==> config.mk <==
export PLATFORM = sky130hd
export DESIGN_NAME = mem_port_arbiter
export DESIGN_NICKNAME = d
export VERILOG_FILES = /design/src/rtl/mem_port_arbiter.sv
export SDC_FILE = /design/constraint.sdc
export NUM_CORES = 1
export LEC_CHECK = 0
export CORE_MARGIN = 2
export CORE_UTILIZATION = 36
export DETAILED_ROUTE_END_ITERATION = 10
export HOLD_SLACK_MARGIN = 0.06
export PLACE_DENSITY_LB_ADDON = 0.05
export SETUP_SLACK_MARGIN = 0.15
export SYNTH_ARGS = -nofsm -noshare
export SYNTH_HDL_FRONTEND = slang
export SYNTH_SLANG_ARGS = --single-unit
==> constraint.sdc <==
create_clock -name clk -period 1.6 [get_ports clk]
set_input_delay 0.48 -clock clk [delete_from_list [all_inputs] [get_ports clk]]
set_output_delay 0.48 -clock clk [all_outputs]
set_load 0.05 [all_outputs]
==> src/rtl/mem_port_arbiter.sv <==
// Round-robin arbiter sharing one memory port between the CPU and a debug/loader port.
// One access at a time; each access ends with a one-cycle ack carrying registered read data.
module mem_port_arbiter #(
  parameter int AW      = 8,
  parameter int DW      = 8,
  parameter int MEM_LAT = 1
) (
  input  logic          clk,
  input  logic          rst,
  input  logic          cpu_req,
  input  logic          cpu_we,
  input  logic [AW-1:0] cpu_addr,
  input  logic [DW-1:0] cpu_wdata,
  output logic [DW-1:0] cpu_rdata,
  output logic          cpu_ack,
  input  logic          dbg_req,
  input  logic          dbg_we,
  input  logic [AW-1:0] dbg_addr,
  input  logic [DW-1:0] dbg_wdata,
  output logic [DW-1:0] dbg_rdata,
  output logic          dbg_ack,
  input  logic          dbg_lock,
  output logic          mem_re,
  output logic          mem_we,
  output logic [AW-1:0] mem_addr,
  output logic [DW-1:0] mem_wdata,
  input  logic [DW-1:0] mem_rdata,
  output logic          busy,
  output logic          grant_dbg
);

  typedef enum logic [1:0] {IDLE, ACCESS, WAIT, RESP} state_t;

  localparam logic [1:0] LAT_INIT = 2'(MEM_LAT - 1);

  state_t        state;
  state_t        next_state;
  logic          last_grant;
  logic          lat_we;
  logic [AW-1:0] lat_addr;
  logic [DW-1:0] lat_wdata;
  logic [DW-1:0] rdata_q;
  logic [1:0]    lat_cnt;
  logic          cpu_ok;
  logic          any_req;
  logic          pick_dbg;

  // On a tie the requester that did not win last time gets the port.
  always_comb begin
    cpu_ok   = cpu_req & ~dbg_lock;
    any_req  = cpu_ok | dbg_req;
    pick_dbg = dbg_req & (~cpu_ok | ~last_grant);
  end

  always_ff @(posedge clk) begin
    if (rst) state <= IDLE;
    else     state <= next_state;
  end

  always_comb begin
    next_state = state;
    case (state)
      IDLE:    if (any_req) next_state = ACCESS;
      ACCESS:  next_state = lat_we ? RESP : WAIT;
      WAIT:    if (lat_cnt == 2'd0) next_state = RESP;
      RESP:    next_state = IDLE;
      default: next_state = IDLE;
    endcase
  end

  always_ff @(posedge clk) begin
    if (rst) begin
      last_grant <= 1'b1;
      grant_dbg  <= 1'b0;
      lat_we     <= 1'b0;
      lat_addr   <= '0;
      lat_wdata  <= '0;
      lat_cnt    <= 2'd0;
      rdata_q    <= '0;
    end else begin
      case (state)
        IDLE: begin
          if (any_req) begin
            lat_we     <= pick_dbg ? dbg_we    : cpu_we;
            lat_addr   <= pick_dbg ? dbg_addr  : cpu_addr;
            lat_wdata  <= pick_dbg ? dbg_wdata : cpu_wdata;
            grant_dbg  <= pick_dbg;
            last_grant <= pick_dbg;
          end
        end
        ACCESS: begin
          if (!lat_we) lat_cnt <= LAT_INIT;
        end
        WAIT: begin
          if (lat_cnt != 2'd0) lat_cnt <= lat_cnt - 2'd1;
          else                 rdata_q <= mem_rdata;
        end
        default: ;
      endcase
    end
  end

  // Writes ack with zero data; only the granted side ever sees the ack.
  always_comb begin
    mem_re    = (state == ACCESS) & ~lat_we;
    mem_we    = (state == ACCESS) &  lat_we;
    mem_addr  = lat_addr;
    mem_wdata = lat_wdata;
    busy      = (state != IDLE);
    cpu_ack   = (state == RESP) & ~grant_dbg;
    dbg_ack   = (state == RESP) &  grant_dbg;
    cpu_rdata = (cpu_ack & ~lat_we) ? rdata_q : '0;
    dbg_rdata = (dbg_ack & ~lat_we) ? rdata_q : '0;
  end

endmodule

======== After elaboration in Yosys (flattened, before gate mapping) ========
Cells that the tools add are included.
W data, S select, Z words.
word-level totals
  memories kept ........................... 0
  bits in writable memories ............... 0
  input port bits ......................... 47
  bits in latches ......................... 0
  flip-flop bits (word level) ............. 31
  output and inout port bits .............. 38
  logic and storage cells ................. 53
  memory bits (read-only) ................. 0
operators by class
  multiplexer cells ....................... 12
  equality and inequality tests ........... 7
  add/sub/neg operators ................... 1
  magnitude comparators ................... 0
  reduce and logical (&&, ||, !) cells .... 9
  bitwise logic cells ..................... 16
  divide/modulo/power cells ............... 0
  multiply operators ...................... 0
  shifts and indexed selects .............. 0
operators by type and width
  kind                   number
  $mux W8                4
  $and A1 B1 Y1          8
  $mux W2                4
  $ne A2 B2 Y1 const B   4
  $pmux W2 S4            1
  $not A1 Y1             6
  $reduce_and A2 Y1      3
  $reduce_bool A2 Y1     3
  $eq A2 B2 Y1 const B   2
  $logic_not A2 Y1       2
  $pmux W2 S2            1
  $reduce_and A3 Y1      1
  $eq A2 B1 Y1 const B   1
  $mux W1                2
  $or A1 B1 Y1           2
  $sub A2 B1 Y2 const B  1

======== Logic depth before layout (Yosys ltp) ========
Gate-level depths: netlist (run 1).
  depth in word-level cells ............... 6
  gate-level depth with buffers ........... 7
  depth with buffers taken out ............ 6

======== Least setup slack after synthesis (run 1) ========
No wires, ideal clock.
  path kind ............................... flip-flop to output port
  start point ............................. reg grant_dbg
  end point ............................... out cpu_rdata[0]
  arrival ................................. 2.084 ns
  path buffers ............................ 0
  stages on the path, launching flop included .. 4
  path slack .............................. -0.964 ns
  data required time ...................... 1.120 ns
  cells stage by stage .................... dfxtp_1 -> nor2b_1 -> nor2b_1 -> and2_1
on the way
  word-level cells in the longest chain between the ends .. 4
RTL lines
  element                   line  source
  start: declaration        29    output logic grant_dbg
  start signal: assignment  87    grant_dbg <= pick_dbg;
  $not A1 Y1                110   cpu_ack = (state == RESP) & ~grant_dbg;
  $and A1 B1 Y1             110
  net cpu_ack               15    output logic cpu_ack,
  $and A1 B1 Y1             112   cpu_rdata = (cpu_ack & ~lat_we) ? rdata_q : '0;
  $mux W8                   112
  end: declaration          14    output logic [DW-1:0] cpu_rdata,
The timed path passes the listed nets, and every way through them passes these cells.

======== Worst setup path after layout (run 1) ========
  start point ............................. reg state[0]
  end point ............................... out dbg_rdata[0]
on the way
  word-level cells in the longest chain between the ends .. 4
RTL lines
  element                   line  source
  start: declaration        36    state_t state;
  start signal: assignment  57    else state <= next_state;
  $eq A2 B2 Y1              111   dbg_ack = (state == RESP) & grant_dbg;
  $and A1 B1 Y1             111
  $and A1 B1 Y1             113   dbg_rdata = (dbg_ack & ~lat_we) ? rdata_q : '0;
  $mux W8                   113
  end: declaration          20    output logic [DW-1:0] dbg_rdata,
No other way between the ends.

==> flow_summary_export.csv, run 1 <==
group,metric,value,unit
place,place_ws,-0.4407,ns
final_layout,num_antenna_cells,0,
route,num_vias,1815,
route,drc,0,
setup_path,r2r.worst_path.cells,9,
final_layout,fin_util,0.7758,
clock_network,ctsRootBufferMaster,"clkbuf_8",
clock_network,cts_hold_buf,0,
floorplan,rows,25,
route,post_drt_wl_per_cell,14.03,um
timing,tns,-6.873,ns
floorplan,die_w,72.85,um
floorplan,die_h,72.85,um
clock_network,cts_tree,"yes",
timing,final_hold_viol_count,0,
synthesis,synth_sequential_area_ratio,0.3636,
grt,antenna_found_initial,0,
power_and_ir_drop,total_power,0.005511,W
synthesis,synth_adder_area_share,0.04399,
setup_path,max_stage_delay,0.35,ns
timing,fmax,512.5,MHz
route,drtIter0Drc,17,
power_and_ir_drop,pwr-share-comb,0.648,
grt,grtUsageTotal,0.2009,
synthesis,synth_compound_area_frac,0.2207,
synthesis,yosysMostFrequentCell,"dfxtp_1",
synthesis,synth-simple-area-share,0.3013,
floorplan,boundaryPins,85,
place,port_buffers,84,
power_and_ir_drop,p_sw_frac,0.4018,
route,ant_nets,0,
timing,setup_ws,-0.3512,ns
synthesis,dominantRegCellSynth,"dfxtp_1",
floorplan,core_area,4661,um^2
setup_path,cp_max_fo,8,
synthesis,synth.largest_area_cell,"dfxtp_1",
clock_network,htreeDepth,2,
run,drv_cap,0,
min_path,min_to,"rdata_q[5]$_SDFFE_PP0P_",
route,wirelength,5164,um
power_and_ir_drop,power_frac_seq,0.229,
synthesis,syn_area,1707,um^2
floorplan,initial_core_util,0.3662,
synthesis,synth_top_family_by_area,"simple AND/OR/NAND/NOR gates",
timing,min_period,1.951,ns
setup_path,cp_slowest_cell,"dfxtp_2",
timing,rsz0062_at_grt,"true",
setup_path,critPathBufInv,1,
min_path,hold_path_depth,2,
timing,tightest_slew,0.3627,ns
power_and_ir_drop,power_leakage,1.431,nW
min_path,min-delay-start,"rdata_q[5]$_SDFFE_PP0P_",
timing,slew_headroom,0.7578,
min_path,min_path_type,"reg2reg",
grt,grt_max_degree,12,
setup_path,critPathCaptureType,"output port",
setup_path,cp.required,1.12,ns
place,dpl.hpwl,3797,um
grt,grt_first_pass_wirelength,8190,um
clock_network,clock_latency,0.28,ns
route,drt-vias-per-instance,4.932,
setup_path,r2r_end,"mem_wdata[2]$_SDFFE_PP0P_",
grt,grt-ovfl-total,0,
setup_path,critical_path.cell_chain,"ha_4, and2_4, nor2b_4, and2_4, buf_12",
synthesis,synthMuxAreaShare,0.005865,
setup_path,critPathKind,"reg2out",
run_status,outcome,"finished, violations left",
setup_path,r2r_start,"state[0]$_SDFFE_PP0P_",
floorplan,dieArea,5307,um^2
route,drt_first_pass_iters,4,
run_status,violations,"negative setup slack",
synthesis,ys_ff_latch,31,
final_layout,nFillCells,296,
synthesis,synthXorXnorAreaFrac,0,
timing,setup_viol,31,
power_and_ir_drop,cellPowerDensity,1524,nW/um^2
setup_path,crit_arrival,1.47,ns
final_layout,syn_to_final_growth,111.9,%
power_and_ir_drop,p_switching,0.002214,W
synthesis,synth_edf_count,0,
clock_network,cts_buffers,5,
synthesis,synth_area_leaders,"dfxtp_1 36%, a311oi_2 11%, nand3_1 7.3%",
synthesis,avgSynthCellArea,8.707,um^2
setup_path,path_delay_family,"simple AND/OR/NAND/NOR gates",
timing,finalCritPeriodShare,1.220,
synthesis,yosysTopAreaCellShare,0.3636,
setup_path,startpoint_type,"flip-flop",
setup_path,crit_path_frequent_cell,"and2_4",
power_and_ir_drop,peakVddDrop,981.4,uV
timing,maxSlewViolCount,0,
synthesis,syn-num-nets,249,
clock_network,clock-sinks,31,
synthesis,async_flop_share,0,
power_and_ir_drop,p_clk_frac,0.122,
synthesis,netlist_top_cells_count,"31 x dfxtp_1, 26 x nand2_1, 25 x nand3_1",
clock_network,clk_path_buf_depth,2,
final_layout,nNetsFinal,366,
grt,first_global_vias,1766,
timing,finClkSkew,0.009830,ns
synthesis,yosys.cell_types.count,36,
synthesis,yosys_warnings,0,
synthesis,synthCells,196,
final_layout,layout-drive-gt1-share,0.4586,
clock_network,clk_pin_slew_worst_paths,0.07,ns
power_and_ir_drop,internal_power,0.003297,W
setup_path,reg2reg_setup_slack,-0.06,ns
place,gp_congestion,0.7355,
[cell usage in the layout (no fill, tap or decap), drive strengths merged, types with 2 or more instances in the layout]
cell | Yosys | layout
a211oi | 2 | 2
buf | 10 | 77
a311oi | 16 | 16
ha | 6 | 6
nand2 | 27 | 27
nor2b | 5 | 5
dfxtp | 31 | 31
inv | 7 | 6
clkbuf | 3 | 8
nand3 | 25 | 25
clkdlybuf4s50 | 0 | 43
nand2b | 2 | 2
a21oi | 11 | 11
dlygate4sd2 | 0 | 3
nor2 | 19 | 19
and2 | 18 | 18
[state kept, by name (all words and copies together) (netlist names)]
signal	count
grant_dbg	1
last_grant	1
lat_cnt	2
lat_we	1
mem_addr	8
mem_wdata	8
rdata_q	8
state	2
[how the worst max path moves through the flow]
stage	start	endpoint	slack, ns	depth (start not counted)
2_1_floorplan	state[1]$_SDFFE_PP0P_	cpu_rdata[0]	-0.21	4
3_3_place_gp	cpu_req	mem_wdata[1]$_SDFFE_PP0P_	-0.33	6
3_5_place_dp	cpu_req	mem_addr[4]$_SDFFE_PP0P_	-0.44	6
4_1_cts	state[1]$_SDFFE_PP0P_	cpu_rdata[1]	-0.36	5
5_1_grt	state[1]$_SDFFE_PP0P_	cpu_rdata[3]	-0.41	5
6_report	state[0]$_SDFFE_PP0P_	dbg_rdata[0]	-0.35	5
[power by group through the flow]
stage | clock, W | combinational (W) | sequential (W)
final | 0.000675 | 0.00357 | 0.00126
after global routing | 0.000721 | 0.00377 | 0.00129
after CTS | 0.000696 | 0.00346 | 0.00126
after detailed placement | 0 | 0.00299 | 0.00128
after global placement | 0 | 0.00296 | 0.00128
after floorplan | 0 | 0.00121 | 0.00169
[logic make-up (layout without fill, tap and decap cells)]
group | Yosys count | after routing
AO/OA/AOI/OAI | 39 | 39
adder cells (fa/ha/maj) | 6 | 6
buffers and inverters | 20 | 138
flip-flops | 31 | 31
multiplexers | 1 | 1
AND/OR/NAND/NOR | 99 | 99
[tightest hold or removal path, stage by stage (launching register included)]
cell and delay (ns):
dfxtp_1 0.32, nand2_1 0.06, a21oi_1 0.05
[area by class of cell]
class | instances | area [um^2] | share of cell area
timing repair buffer | 123 | 1643 | 0.4543
multi-input combinational | 145 | 1144 | 0.3163
sequential | 31 | 629.4 | 0.1740
clock buffer | 8 | 100.1 | 0.02768
tap | 54 | 67.56 | 0.01869
inverter | 7 | 32.53 | 0.008997
[repair_timing]
| action | in CTS | in global routing |
|---|---|---|
| hold endpoints to repair | 0 | 0 |
| pin swaps | 14 | 3 |
| setup endpoints to repair | 52 | 46 |
| cloned | 3 | 0 |
| setup buffers | 7 | 3 |
| resized for setup | 20 | 11 |
[routing by layer]
metal  up-vias  wire (um)  global-route usage
li1        920          -                   -
met1       832       2027              0.2296
met2        58       2784              0.3515
met3         5        292             0.06906
met4         0         59             0.06173
met5         -          0                   0
[through the flow]
stage / instance area (um^2) / hold WS, ns / std cells
2_1_floorplan: 1813 / 0.4500 / 196
3_3_place_gp: 3251 / 0.4569 / 347
3_5_place_dp: 3251 / 0.4679 / 347
4_1_cts: 3538 / 0.4775 / 365
5_1_grt: 3616 / 0.4942 / 368
6_report: 3616 / 0.4751 / 368
Note: power is estimated with default switching activity, not from simulation.
==> run 2, diff against run 1 <==
--- a/config.mk
+++ b/config.mk
@@ -8,6 +8,7 @@
 export CORE_MARGIN = 2
 export CORE_UTILIZATION = 36
 export DETAILED_ROUTE_END_ITERATION = 10
+export GPL_ROUTABILITY_DRIVEN = 0
 export HOLD_SLACK_MARGIN = 0.06
 export PLACE_DENSITY_LB_ADDON = 0.05
 export SETUP_SLACK_MARGIN = 0.15
==> results of run 2 <==
Same layout as run 1: the final DEF is identical, and so are final timing and power.
